### config.mk
export PLATFORM = sky130hd
export DESIGN_NAME = tx_arbiter
export DESIGN_NICKNAME = d
export VERILOG_FILES = /design/src/rtl/tx_arbiter.sv
export SDC_FILE = /design/constraint.sdc
export NUM_CORES = 1
export LEC_CHECK = 0
export CAP_MARGIN = 30
export CORE_UTILIZATION = 45
export DETAILED_ROUTE_END_ITERATION = 10
export PLACE_DENSITY = 0.84
export SLEW_MARGIN = 20
export SYNTH_ARGS = -nofsm -noshare
export SYNTH_HDL_FRONTEND = slang
export SYNTH_SLANG_ARGS = --single-unit
export TNS_END_PERCENT = 1
### constraint.sdc
create_clock -name clk -period 3.66 [get_ports clk]
set_input_delay 0.732 -clock clk [delete_from_list [all_inputs] [get_ports clk]]
set_output_delay 0.732 -clock clk [all_outputs]
set_load 0.02 [all_outputs]
### src/rtl/tx_arbiter.sv
// Two-requester round-robin arbiter feeding a byte-wide transmit engine.
// One Write/ack per frame, then waits out the engine and an inter-frame gap.
`timescale 1ns/1ps
module tx_arbiter #(
   parameter int GAP_W = 8
) (
   input  logic             clk,
   input  logic             rst,
   input  logic             req0,
   input  logic [7:0]       data0,
   input  logic             req1,
   input  logic [7:0]       data1,
   input  logic [GAP_W-1:0] gap,
   input  logic             TXRDY,
   output logic             Write,
   output logic [7:0]       OUT_PORT,
   output logic             ack0,
   output logic             ack1,
   output logic             owner,
   output logic             busy
);

   typedef enum logic [2:0] {IDLE, ISSUE, WAIT_LOW, WAIT_HIGH, GAP} state_t;

   state_t           state, state_nx;
   logic [GAP_W-1:0] gap_cnt, gap_cnt_nx;
   logic             owner_nx;
   logic [7:0]       out_nx;
   logic             grant_sel;

   always_ff @(posedge clk or negedge rst) begin
      if (!rst) begin
         state    <= IDLE;
         gap_cnt  <= '0;
         owner    <= 1'b1;
         OUT_PORT <= 8'h00;
      end else begin
         state    <= state_nx;
         gap_cnt  <= gap_cnt_nx;
         owner    <= owner_nx;
         OUT_PORT <= out_nx;
      end
   end

   // With both requesting, the one that did not win last time goes next.
   assign grant_sel = (req0 & req1) ? ~owner : req1;

   always_comb begin
      state_nx   = state;
      gap_cnt_nx = gap_cnt;
      owner_nx   = owner;
      out_nx     = OUT_PORT;
      Write      = 1'b0;
      ack0       = 1'b0;
      ack1       = 1'b0;
      busy       = (state != IDLE);
      case (state)
         IDLE: begin
            if (TXRDY && (req0 || req1)) begin
               owner_nx = grant_sel;
               out_nx   = grant_sel ? data1 : data0;
               state_nx = ISSUE;
            end
         end
         ISSUE: begin
            Write    = 1'b1;
            ack0     = ~owner;
            ack1     = owner;
            state_nx = WAIT_LOW;
         end
         WAIT_LOW: begin
            if (!TXRDY) state_nx = WAIT_HIGH;
         end
         WAIT_HIGH: begin
            // gap is captured only here, so edits during GAP do not stretch it.
            if (TXRDY) begin
               if (gap == '0) begin
                  state_nx = IDLE;
               end else begin
                  gap_cnt_nx = gap;
                  state_nx   = GAP;
               end
            end
         end
         GAP: begin
            if (gap_cnt <= GAP_W'(1)) begin
               gap_cnt_nx = '0;
               state_nx   = IDLE;
            end else begin
               gap_cnt_nx = gap_cnt - GAP_W'(1);
            end
         end
         default: state_nx = IDLE;
      endcase
   end

endmodule
==> results.json <==
{
  "area.growth.synth_to_final_pct": 42.34,
  "cpPeakStageDelay_ns": 0.60,
  "hpwl_um": 2214,
  "yosys.area.top_type": "dfrtp_1",
  "post-place-ws_ns": 1.201,
  "dpl_cell_area_sq_mm": 0.001577,
  "die_w_um": 52.41,
  "yosysWarningCount": 0,
  "track_usage_pct": 22.01,
  "clock_latency_ns": 0.30,
  "ys_async_sr_fraction_pct": 100.0,
  "io_pins": 42,
  "avgSynthCellArea_sq_um": 9.859,
  "cp.arrival_ns": 1.90,
  "die_h_um": 52.41,
  "ir_drop_uv": 429.7,
  "drt-vias-per-instance": 5.769,
  "fin_skew_ns": 0.01518,
  "yosysTopAreaCellShare_pct": 41.58,
  "hold_ws_ns": 0.5354,
  "fill_cells": 189,
  "hold_violations": 0,
  "grt_max_degree": 21,
  "drcViolationCount": 0,
  "cts_resized": 0,
  "crit_start": "state[1]$_DFFE_PN0P_",
  "yosys_register_bits": 20,
  "hp-class": "reg2reg",
  "initial_utilization_pct": 49.78,
  "cp_slowest_cell": "clkdlybuf4s50_1",
  "post_cts_buffers": 0,
  "r2r-start": "gap_cnt[0]$_DFFE_PN0P_",
  "port_buffers": 41,
  "wl_per_cell_um": 14.92,
  "synth_cells": 116,
  "cts_sinks": 20,
  "grt_pass1_wl_um": 4422,
  "path_cells": "nor3b_1, nor2b_1, clkdlybuf4s50_1",
  "yosys-top-cells-area": "dfrtp_1 (42%), mux2i_1 (8.8%), a21oi_1 (5.3%)",
  "synth_nets": 147,
  "dieArea_sq_mm": 0.002747,
  "p_per_area_mw_per_mm2": 733.7,
  "min_from": "state[2]$_DFFE_PN0P_",
  "fmax_mhz": 380.1,
  "final.min_clock_period_ns": 2.631,
  "rsz0062_at_grt": "no",
  "clockBufferDepth": 2,
  "multiInputGateArea_sq_um": 610.6,
  "cp_max_fo": 8,
  "total_power_mw": 1.194,
  "root_buffer": "clkbuf_4",
  "outcome": "finished, final reports clean",
  "r2r_cells": 6,
  "cts_tree": "built",
  "required_ns": 2.93,
  "drt_iter0_drc": 21,
  "synth_edf_count": 0,
  "synth_area_sq_mm": 0.001144,
  "grt_pass1_vias": 1008,
  "routed_wl_um": 2775,
  "max-cap-violations": 0,
  "num_vias": 1073,
  "clkSlewWorstSetupHoldPaths_ns": 0.12,
  "first_pass_iters": 4,
  "cts_buffers": 3,
  "drive_above_1_share_pct": 9.494,
  "ys_types": 42,
  "diodes": 0,
  "setup_slack_ns": 1.029,
  "nets": 190,
  "core_sq_mm": 0.002297,
  "min_period_over_period_pct": 71.88,
  "endpoint_kind": "output port",
  "final_max_slew_viol_count": 0,
  "final_antenna_net_count": 0,
  "slew_headroom_pct": 55.82,
  "worst_pin_slew_ns": 0.6620,
  "setup-tns-final_ns": 0,
  "grt.overflow.total": 0,
  "stdcell_area_sq_mm": 0.001628,
  "cts_htree_levels": 1,
  "path_class": "reg2out",
  "place_congestion": 0.8301,
  "seq_area_frac_synth_pct": 43.87,
  "register_area_sq_um": 501.7,
  "postCtsHoldBufs": 0,
  "synthFlopType": "dfrtp_1",
  "rows": 17,
  "p_leak_nw": 0.6721,
  "setup_viol": 0,
  "crit_path_start_kind": "flip-flop",
  "grt_antenna_before_repair": 0,
  "hold_depth": 1
}
cell type report:
cell class / count / share of cell area (%)
multi-input cells: 88 / 37.51
flip-flops and latches: 20 / 30.82
repair buffers: 43 / 26.59
clock buffers: 4 / 2.229
well taps: 28 / 2.152
inverters: 3 / 0.6918
cell usage after synthesis (2+ instances only):
cell type,n
o22ai_1,2
o21ai_0,6
a21oi_1,12
nand2_1,3
or4_1,4
clkbuf_1,3
nor3_1,6
nand3_1,2
inv_1,3
dfrtp_1,19
a2bb2oi_1,2
ha_1,2
nor2_2,2
nor2_1,10
or3b_2,2
mux2i_1,10
o211ai_1,2
or3_1,2
worst max-delay path: cells and delay by family, from the launching register on:
family	cells	cell delay (ns)
buffers and inverters	1	0.60
DFF	1	0.48
and+or+nand+nor	2	0.51
report_power, final:
group | internal, mW | switching, mW
clock | 0.0606 | 0.0659
combinational | 0.309 | 0.318
sequential | 0.332 | 0.109
metal layers:
layer | wire length [um] | vias to the layer above | global-route usage, %
li1 | - | 522 | -
met1 | 1202 | 503 | 27.40
met2 | 1415 | 42 | 38.61
met3 | 122 | 6 | 3.478
met4 | 34 | 0 | 6.579
met5 | 0 | - | 0
flip-flops by register name, indices dropped and copies added, names as in the netlist:
name      cells
OUT_PORT      8
gap_cnt       8
owner         1
state         3
final timing paths:
kind                                          end  slack [ns]
setup / recovery                             ack0        1.03
hold / removal               state[0]$_DFFE_PN0P_        0.54
setup reg to reg           gap_cnt[6]$_DFFE_PN0P_        1.72
hold reg to reg              state[0]$_DFFE_PN0P_        0.54
max in group asynchronous       owner$_DFFE_PN1P_        2.58
min in group asynchronous  gap_cnt[4]$_DFFE_PN0P_        0.62
cells in the final DEF, fill, tap and decap left out, types with 3 or more instances in the layout:
cell type        netlist  final
o21ai_0                6      6
nor3_1                 6      6
a21oi_1               12     12
or4_1                  4      4
clkbuf_4               0      3
clkdlybuf4s50_1        0     41
nand2_1                3      3
mux2i_1               10     10
dfrtp_1               19     19
inv_1                  3      3
nor2_1                10     10
through the flow:
step	utilization, %	std cells
detailed placement	68.63	181
global route	70.86	186
CTS	70.21	185
floorplan	-	116
global placement	68.63	181
finish	70.86	186
kinds of logic after synthesis:
logic type	after synthesis	share of synthesized area, %
AO/OA/AOI/OAI	34	20.46
flip-flops	20	43.87
buffers and inverters	8	2.734
AND/OR/NAND/NOR	41	21.01
adder cells (fa/ha/maj)	2	2.188
multiplexers	11	9.738
Note: power is estimated with default switching activity, not from simulation.
